## src/rtl/checkpoint_tx_if.sv

```systemverilog
// Write port and checkpoint bus bundle for checkpoint_tx.
// master: management side / observer, slave: checkpoint_tx itself.
interface checkpoint_tx_if #(
  parameter int CODE_W = 16
);
  logic              wr_valid;
  logic              wr_ready;
  logic [CODE_W-1:0] wr_code;
  logic [CODE_W-1:0] check_out;
  logic              check_oe;
  logic              busy;
  logic [31:0]       kcycles;
  logic              perf_running;
  logic              perf_done;

  modport master (
    output wr_valid, wr_code,
    input  wr_ready, check_out, check_oe, busy, kcycles, perf_running, perf_done
  );

  modport slave (
    input  wr_valid, wr_code,
    output wr_ready, check_out, check_oe, busy, kcycles, perf_running, perf_done
  );
endinterface

```

## src/rtl/checkpoint_tx.sv

```systemverilog
// Buffers checkpoint codes, holds each on the pad bus for a minimum time,
// and times the START..DONE interval in KDIV-cycle units.
//
// state | meaning
// IDLE  | nothing being held; pop as soon as the FIFO has an entry
// HOLD  | current code on check_out, hold_cnt_q counting down to next pop
module checkpoint_tx #(
  parameter int                CODE_W      = 16,
  parameter int                DEPTH       = 4,
  parameter int                HOLD_CYCLES = 8,
  parameter logic [CODE_W-1:0] START_CODE  = 16'hA000,
  parameter logic [CODE_W-1:0] DONE_CODE   = 16'hAB00,
  parameter int                KDIV        = 1000
) (
  input logic           clock,
  input logic           resetb,
  checkpoint_tx_if.slave bus
);
  localparam int AW = $clog2(DEPTH);
  localparam int HW = (HOLD_CYCLES > 1) ? $clog2(HOLD_CYCLES) : 1;
  localparam int SW = $clog2(KDIV);
  localparam logic [HW-1:0] HOLD_RELOAD = HW'(HOLD_CYCLES - 1);
  localparam logic [SW-1:0] SUB_MAX     = SW'(KDIV - 1);
  localparam logic [AW:0]   FULL_COUNT  = (AW + 1)'(DEPTH);

  typedef enum logic {IDLE, HOLD} state_t;

  logic [CODE_W-1:0] mem_q [DEPTH];
  logic [AW-1:0]     rd_ptr_q, wr_ptr_q;
  logic [AW:0]       count_q;
  state_t            state_q;
  logic [HW-1:0]     hold_cnt_q;
  logic [CODE_W-1:0] check_out_q;
  logic              check_oe_q;
  logic [31:0]       kcycles_q, kcycles_d;
  logic [SW-1:0]     sub_q, sub_d;
  logic              running_q, running_d;
  logic              done_q, done_d;

  logic              fifo_empty, fifo_full, push, pop;
  logic [CODE_W-1:0] head;

  assign fifo_empty = (count_q == '0);
  assign fifo_full  = (count_q == FULL_COUNT);
  // Ready depends only on registered occupancy, so a same-cycle pop never frees a slot.
  assign push       = bus.wr_valid & ~fifo_full;
  assign pop        = ~fifo_empty & ((state_q == IDLE) | (hold_cnt_q == '0));
  assign head       = mem_q[rd_ptr_q];

  always_ff @(posedge clock) begin
    if (push) mem_q[wr_ptr_q] <= bus.wr_code;
  end

  always_ff @(posedge clock or negedge resetb) begin
    if (!resetb) begin
      rd_ptr_q <= '0;
      wr_ptr_q <= '0;
      count_q  <= '0;
    end else begin
      if (push) wr_ptr_q <= wr_ptr_q + 1'b1;
      if (pop)  rd_ptr_q <= rd_ptr_q + 1'b1;
      unique case ({push, pop})
        2'b10:   count_q <= count_q + 1'b1;
        2'b01:   count_q <= count_q - 1'b1;
        default: count_q <= count_q;
      endcase
    end
  end

  always_ff @(posedge clock or negedge resetb) begin
    if (!resetb) begin
      state_q     <= IDLE;
      hold_cnt_q  <= '0;
      check_out_q <= '0;
      check_oe_q  <= 1'b0;
    end else begin
      unique case (state_q)
        IDLE: begin
          if (pop) begin
            check_out_q <= head;
            check_oe_q  <= 1'b1;
            hold_cnt_q  <= HOLD_RELOAD;
            state_q     <= HOLD;
          end
        end
        HOLD: begin
          if (hold_cnt_q != '0) begin
            hold_cnt_q <= hold_cnt_q - 1'b1;
          end else if (pop) begin
            check_out_q <= head;
            hold_cnt_q  <= HOLD_RELOAD;
          end else begin
            state_q <= IDLE;
          end
        end
        default: state_q <= IDLE;
      endcase
    end
  end

  // A START pop overrides the running increment, giving restart semantics.
  always_comb begin
    kcycles_d = kcycles_q;
    sub_d     = sub_q;
    running_d = running_q;
    done_d    = done_q;
    if (running_q) begin
      if (sub_q == SUB_MAX) begin
        sub_d = '0;
        if (kcycles_q != '1) kcycles_d = kcycles_q + 32'd1;
      end else begin
        sub_d = sub_q + 1'b1;
      end
    end
    if (pop && (head == START_CODE)) begin
      kcycles_d = '0;
      sub_d     = '0;
      running_d = 1'b1;
      done_d    = 1'b0;
    end else if (pop && (head == DONE_CODE) && running_q) begin
      running_d = 1'b0;
      done_d    = 1'b1;
    end
  end

  always_ff @(posedge clock or negedge resetb) begin
    if (!resetb) begin
      kcycles_q <= '0;
      sub_q     <= '0;
      running_q <= 1'b0;
      done_q    <= 1'b0;
    end else begin
      kcycles_q <= kcycles_d;
      sub_q     <= sub_d;
      running_q <= running_d;
      done_q    <= done_d;
    end
  end

  assign bus.wr_ready     = ~fifo_full;
  assign bus.check_out    = check_out_q;
  assign bus.check_oe     = check_oe_q;
  assign bus.busy         = ~fifo_empty | (state_q == HOLD);
  assign bus.kcycles      = kcycles_q;
  assign bus.perf_running = running_q;
  assign bus.perf_done    = done_q;
endmodule

```

## src/flat_wrapper.sv

```systemverilog
// flat-port wrapper written by rule: the top's interface ports become plain ports
module checkpoint_tx_flat 
#(
  parameter int                CODE_W      = 16,
  parameter int                DEPTH       = 4,
  parameter int                HOLD_CYCLES = 8,
  parameter logic [CODE_W-1:0] START_CODE  = 16'hA000,
  parameter logic [CODE_W-1:0] DONE_CODE   = 16'hAB00,
  parameter int                KDIV        = 1000
)
  (clock, resetb, bus_wr_valid, bus_wr_code, bus_wr_ready, bus_check_out, bus_check_oe, bus_busy, bus_kcycles, bus_perf_running, bus_perf_done);
  checkpoint_tx_if #(.CODE_W(CODE_W)) bus_i ();
  input logic clock;
  input logic resetb;
  input wire logic [$bits(bus_i.wr_valid)-1:0] bus_wr_valid;
  input wire logic [$bits(bus_i.wr_code)-1:0] bus_wr_code;
  output wire logic [$bits(bus_i.wr_ready)-1:0] bus_wr_ready;
  output wire logic [$bits(bus_i.check_out)-1:0] bus_check_out;
  output wire logic [$bits(bus_i.check_oe)-1:0] bus_check_oe;
  output wire logic [$bits(bus_i.busy)-1:0] bus_busy;
  output wire logic [$bits(bus_i.kcycles)-1:0] bus_kcycles;
  output wire logic [$bits(bus_i.perf_running)-1:0] bus_perf_running;
  output wire logic [$bits(bus_i.perf_done)-1:0] bus_perf_done;
  assign bus_i.wr_valid = bus_wr_valid;
  assign bus_i.wr_code = bus_wr_code;
  assign bus_wr_ready = bus_i.wr_ready;
  assign bus_check_out = bus_i.check_out;
  assign bus_check_oe = bus_i.check_oe;
  assign bus_busy = bus_i.busy;
  assign bus_kcycles = bus_i.kcycles;
  assign bus_perf_running = bus_i.perf_running;
  assign bus_perf_done = bus_i.perf_done;
  checkpoint_tx #(.CODE_W(CODE_W), .DEPTH(DEPTH), .HOLD_CYCLES(HOLD_CYCLES), .START_CODE(START_CODE), .DONE_CODE(DONE_CODE), .KDIV(KDIV)) u_core (.clock(clock), .resetb(resetb), .bus(bus_i));
endmodule
```

## config.mk

```make
export PLATFORM = sky130hd
export DESIGN_NAME = checkpoint_tx_flat
export DESIGN_NICKNAME = d
export VERILOG_FILES = /design/src/rtl/checkpoint_tx_if.sv /design/src/rtl/checkpoint_tx.sv /design/src/flat_wrapper.sv
export SDC_FILE = /design/constraint.sdc
export NUM_CORES = 1
export LEC_CHECK = 0
export ABC_AREA = 1
export CORE_MARGIN = 2
export CORE_UTILIZATION = 30
export DETAILED_ROUTE_END_ITERATION = 10
export HOLD_SLACK_MARGIN = 0.1
export PLACE_DENSITY = 0.44
export SLEW_MARGIN = 20
export SYNTH_ARGS = -nofsm -noshare
export SYNTH_HDL_FRONTEND = slang
export SYNTH_SLANG_ARGS = --single-unit
```

## constraint.sdc

```tcl
create_clock -name clock -period 2.3 [get_ports clock]
set_clock_uncertainty 0.1 [all_clocks]
set_input_delay 0.345 -clock clock [delete_from_list [all_inputs] [get_ports clock]]
set_output_delay 0.345 -clock clock [all_outputs]
set_load 0.05 [all_outputs]
```

# == Yosys cells after proc, flatten, opt, wreduce, memory -nomap -nowiden ==
# Memory sizes are Yosys's and may differ from the RTL's.
# Cells that the tools add are included.
# classes
reduce_logical,13
bitwise_logic,7
n_eq_ne,8
muxes,23
addsub,7
# op_table
cell,count
$mux 32,4
$add 32x1->32 const B,1
$eq 16x16->1 const B,2
$mux 16,2
$ne 32x32->1 const B,1
$pmux 16 s2,1
$mux 10,3
$pmux 3 s2,2
$add 10x1->10 const B,1
$eq 10x10->1 const B,1
$reduce_bool 2->1,5
$mux 1,8
$logic_not 3->1,2
$mux 3,2
$sub 3x1->3 const B,2
$add 2x1->2 const B,2
$add 3x1->3 const B,1
$eq 3x3->1 const B,1
$logic_and 1x1->1,3
$not 1->1,3
$reduce_and 3->1,1
$reduce_bool 3->1,1
$and 1x1->1,2
$eq 2x1->1 const B,1
5 further kinds,6
# totals
register_bits,72
ramBits,64
mem_count,1
word_cells,70
out_inout_bits,53
input_bits,19
# memory_table
memory,depth,width,read_ports,rd_ports_with_merged_regs,wr,line,rtl
u_core.mem_q,4,16,1,0,1,checkpoint_tx.sv:28,logic [CODE_W-1:0] mem_q [DEPTH];

# == Logic depth before layout (Yosys ltp) ==
# Gate-level depths: netlist of run 1.
# depth
depth_word,7
mapped_depth,15
mapped_depth_nobuf,13

# == Least setup slack after synthesis of run 1 ==
# Ideal clock, no wire load.
# synth_timing
path_kind,register to register
from,register u_core.count_q[0]
to,register u_core.count_q[2]
synth_period_minus_slack_ns,2.398
slack_ns,-0.098
required_ns,2.121
stages_incl_launch_ff,11
arrival_time_ns,2.219
path_buffers,0
setup_time_ns,0.079
cell_sequence,dfrtp_1 -> inv_1 -> nand3_1 -> nand2_1 -> ha_1 -> inv_1 -> fa_1 -> nor2_1 -> nor2_1 -> nand2_1 -> xor2_1
# synth_via
elab_chain_len,5
word_cells_on_any_way,12
cone_classes,2 x add/sub; 3 x eq/ne; 1 x mux; 4 x bitwise; 2 x reduce/logical
# synth_lines
element,line,rtl
"start, declared",checkpoint_tx.sv:30,logic [AW:0] count_q;
"start signal, assigned",checkpoint_tx.sv:63,2'b10: count_q <= count_q + 1'b1;
"start signal, assigned",checkpoint_tx.sv:64,2'b01: count_q <= count_q - 1'b1;
"start signal, assigned",checkpoint_tx.sv:65,default: count_q <= count_q;
$eq 3x3->1 *,checkpoint_tx.sv:44,assign fifo_full = (count_q == FULL_COUNT);
$not 1->1 *,--,
named net bus_wr_ready,flat_wrapper.sv:17,output wire logic [$bits(bus_i.wr_ready)-1:0] bus_wr_ready;
$and 1x1->1 *,checkpoint_tx.sv:46,assign push = bus.wr_valid & ~fifo_full;
$eq 2x1->1 / $eq 2x2->1 (equally long branches),checkpoint_tx.sv:62,"unique case ({push, pop})"
$pmux 3 s2 / $reduce_bool 2->1 (equally long branches),--,
# The timed path passes the listed nets; every way through them passes the cells marked *.
# A chain may end at the register's enable or synchronous reset.

# == Worst setup path in the final report of run 1 ==
# layout_timing
from,register u_core.kcycles_q[4] (netlist: u_core.bus.kcycles[4])
to,output port bus_kcycles[4]
# layout_lines
element,line,rtl
"start, declared",checkpoint_tx.sv:35,"logic [31:0] kcycles_q, kcycles_d;"
"start signal, assigned",checkpoint_tx.sv:133,kcycles_q <= kcycles_d;
"end, declared",flat_wrapper.sv:21,output wire logic [$bits(bus_i.kcycles)-1:0] bus_kcycles;
# No word-level cell between the ends.

==> run_results.csv, run 1 <==
group,metric,value,unit
timing,fin_crit,2.198,ns
cells_and_area,num-nets-final,895,
yosys,syn_area,6794,sq um
cells_and_area,final_core_util,38.25,%
cells_and_area,area_growth,26.30,%
min_path,hold_class,"input pin to asynchronous set/reset pin",
worst_setup_path,reg2reg_slack,0.25,ns
timing,finalHoldViolations,0,
route,ant_nets,0,
grt,grt_usage,14.76,%
timing,setup_viol,0,
yosys,ys_seq_area_share,54.81,%
grt,overflow,0,
yosys,synth_ff_type,"dfrtp_1",
grt,grt_pass1_vias,5122,
timing,fmax,0.4550,GHz
worst_setup_path,cp-endpoint,"bus_kcycles[4]",
status,status,"completed",
placed_design,placedInstanceArea,7998,sq um
cells_and_area,final.fill_count,2255,
placed_design,gp_congestion,0.7692,
worst_setup_path,r2r_end,"u_core.bus.kcycles[5]",
timing,rsz0062_at_grt,"false",
cells_and_area,layout-drive-gt1-share,11.60,%
worst_setup_path,r2r_cells,13,
cts,clk_pin_slew,0.07,ns
timing,maxSlewViolCount,0,
route,drc,0,
timing,fin_ws,0.1020,ns
cts,cts_inserted_buffers,17,
yosys,synth_nets,795,
yosys,synth_top_area_cell,"edfxtp_1",
worst_setup_path,cp-end-kind,"output pin",
yosys,syn_inst,766,
route,num_vias,5120,
yosys,synth-edff-count,64,
floorplan,core-area,22430,sq um
timing,timing.slew.headroom,64.99,%
yosys,synth-seq-cells,136,
floorplan,dieArea,23870,sq um
yosys,synthTopCellsByCount,"nand2_1 (215), nor2_1 (91), nand3_1 (90)",
worst_setup_path,critPathKind,"flip-flop to output pin",
route,avgRoutedWirePerCell,14.27,um
cts,clk_latency,0.42,ns
cts,cts_tree,"yes",
placed_design,port_buffers,71,
worst_setup_path,crit_required,1.86,ns
worst_setup_path,critPathMaxFanout,4,
timing,worst_pin_slew,0.5235,ns
yosys,postSynthAreaPerCell,8.869,sq um
floorplan,rows,55,
placed_design,dp_slack,0.1618,ns
placed_design,dpl.hpwl,11.63,mm
grt,grt_pass1_wl,27.43,mm
timing,setup_tns,0,ns
worst_setup_path,timing.rr.start,"u_core.rd_ptr_q[0]",
cells_and_area,final_cells,1164,
placed_design,dp_cells,1130,
grt,grt_max_degree,36,
cells_and_area,design_area,8581,sq um
floorplan,start_util,30.28,%
power,ir_drop,413.8,uV
route,viasPerCell,4.399,
cells_and_area,antenna_cells,0,
worst_setup_path,cp-start-kind,"flip-flop",
yosys,ys_async_sr_fraction,52.94,%
worst_setup_path,arrival,1.75,ns
grt,grt_antenna_before_repair,0,
floorplan,die_width,154.5,um
yosys,synth.top_cell.area_share,28.29,%
route,drt_iter0_markers,290,
yosys,synth_area_leaders,"edfxtp_1 (28%), dfrtp_1 (27%), nand2_1 (12%)",
job,drv_cap,0,
route,drtPass1Iterations,4,
yosys,yosys_warnings,0,
cts,cts-root-buf,"clkbuf_16",
timing,fin_crit_sh,95.57,%
cts,cts_sinks,136,
yosys,yosysMostFrequentCell,"nand2_1",
route,routed_wl,16.61,mm
floorplan,die_height,154.5,um
power,leakage,3.755,nW
floorplan,io_pins,72,
worst_setup_path,crit_start,"u_core.bus.kcycles[4]",
power,pwr_density_cell,1009,nW/um^2
cts,cts_max_level,4,
yosys,yosysUniqueCellTypes,40,
cts,clockBufferDepth,2,
==> kinds of logic (layout without fill, tap and decap cells) <==
group / Yosys count / count (layout) / synth area share (%)
compound gates: 50 / 50 / 4.181
xor+xnor: 11 / 11 / 1.418
fa+ha+maj: 10 / 10 / 1.952
buf+inv: 116 / 229 / 7.827
flops: 136 / 136 / 54.81
simple gates: 443 / 443 / 29.82
==> timing repair <==
action,4_1_cts,5_1_grt
setup buffers,0,1
hold buffers,1,0
gates resized for setup,0,4
endpoints found under the setup margin,0,4
endpoints found under the hold margin,27,0
==> per-layer routing <==
layer | part of all wire (%) | track usage [%]
met2 | 48 | 24.66
met5 | 0 | 0
met1 | 49 | 19.42
met4 | 1.2 | 4.453
met3 | 2.5 | 2.914
==> where the power goes <==
part           switching (W)  internal [W]
clock network        0.00119       0.00143
logic                0.00189      0.000895
registers           0.000229       0.00303
total                0.00331       0.00536
==> worst min path at each step <==
stage	from	depth (start not counted)	to
after floorplan	resetb	0	u_core.bus.check_oe
after global placement	resetb	1	u_core.bus.kcycles[15]
after detailed placement	resetb	1	u_core.bus.kcycles[15]
after CTS	resetb	2	u_core.bus.kcycles[15]
after global routing	resetb	2	u_core.bus.check_out[7]
final	resetb	2	u_core.bus.check_out[4]
==> cell type report <==
type	count	area (sq um)	share of cell area (%)
Clock inverter	15	130.1	1.516
Timing Repair Buffer	103	1036	12.07
Sequential cell	136	3724	43.39
Tap cell	285	356.6	4.156
Inverter	94	362.8	4.229
Multi-Input combinational cell	514	2546	29.67
Clock buffer	17	425.4	4.958
==> worst max-delay path: stages (launching register included) <==
cell             delay, ns
dfrtp_1               0.40
buf_4                 0.15
clkdlybuf4s50_1       0.79
==> layout by cell type, fill, tap and decap left out, types with 4 or more instances in the layout <==
master and n:
a21oi_1 4, nand4_1 12, inv_8 4, o21bai_1 11, inv_6 8, clkbuf_16 17, o21ai_1 7, inv_1 81
ha_1 9, buf_12 7, nand3_1 89, inv_2 8, nand3_2 5, nor3_1 6, nand2_2 5, nand3_4 4
clkdlybuf4s50_1 67, nand2_1 214, o21ai_0 25, xor2_1 8, edfxtp_1 64, nor2_4 4, nor2_1 91, dfrtp_1 72
buf_4 27
==> state kept, by name, summed over array words and instances, names as in the netlist, 2 cells and up <==
| signal | cells |
|---|---|
| u_core.sub_q | 10 |
| u_core.bus.kcycles | 32 |
| u_core.bus.check_out | 16 |
| u_core.count_q | 3 |
| u_core.hold_cnt_q | 3 |
| u_core.mem_q | 64 |
| u_core.rd_ptr_q | 2 |
| u_core.wr_ptr_q | 2 |
==> metrics by stage <==
| step | power, W | hold WS, ns |
|---|---|---|
| after floorplan | 0.005197 | -0.05059 |
| after global placement | 0.006128 | 0.2221 |
| after detailed placement | 0.006136 | 0.2170 |
| after CTS | 0.008792 | 0.3179 |
| after global routing | 0.009220 | 0.3417 |
| final | 0.008661 | 0.3139 |
(Power assumes the default switching activity.)
==> run 2, diff against run 1 <==
--- a/config.mk
+++ b/config.mk
@@ -6,6 +6,7 @@
 export NUM_CORES = 1
 export LEC_CHECK = 0
 export ABC_AREA = 1
+export ABC_CLOCK_PERIOD_IN_PS = 2300
 export CORE_MARGIN = 2
 export CORE_UTILIZATION = 30
 export DETAILED_ROUTE_END_ITERATION = 10
==> results of run 2 <==
Final layout, timing and power as in run 1 (identical DEF).
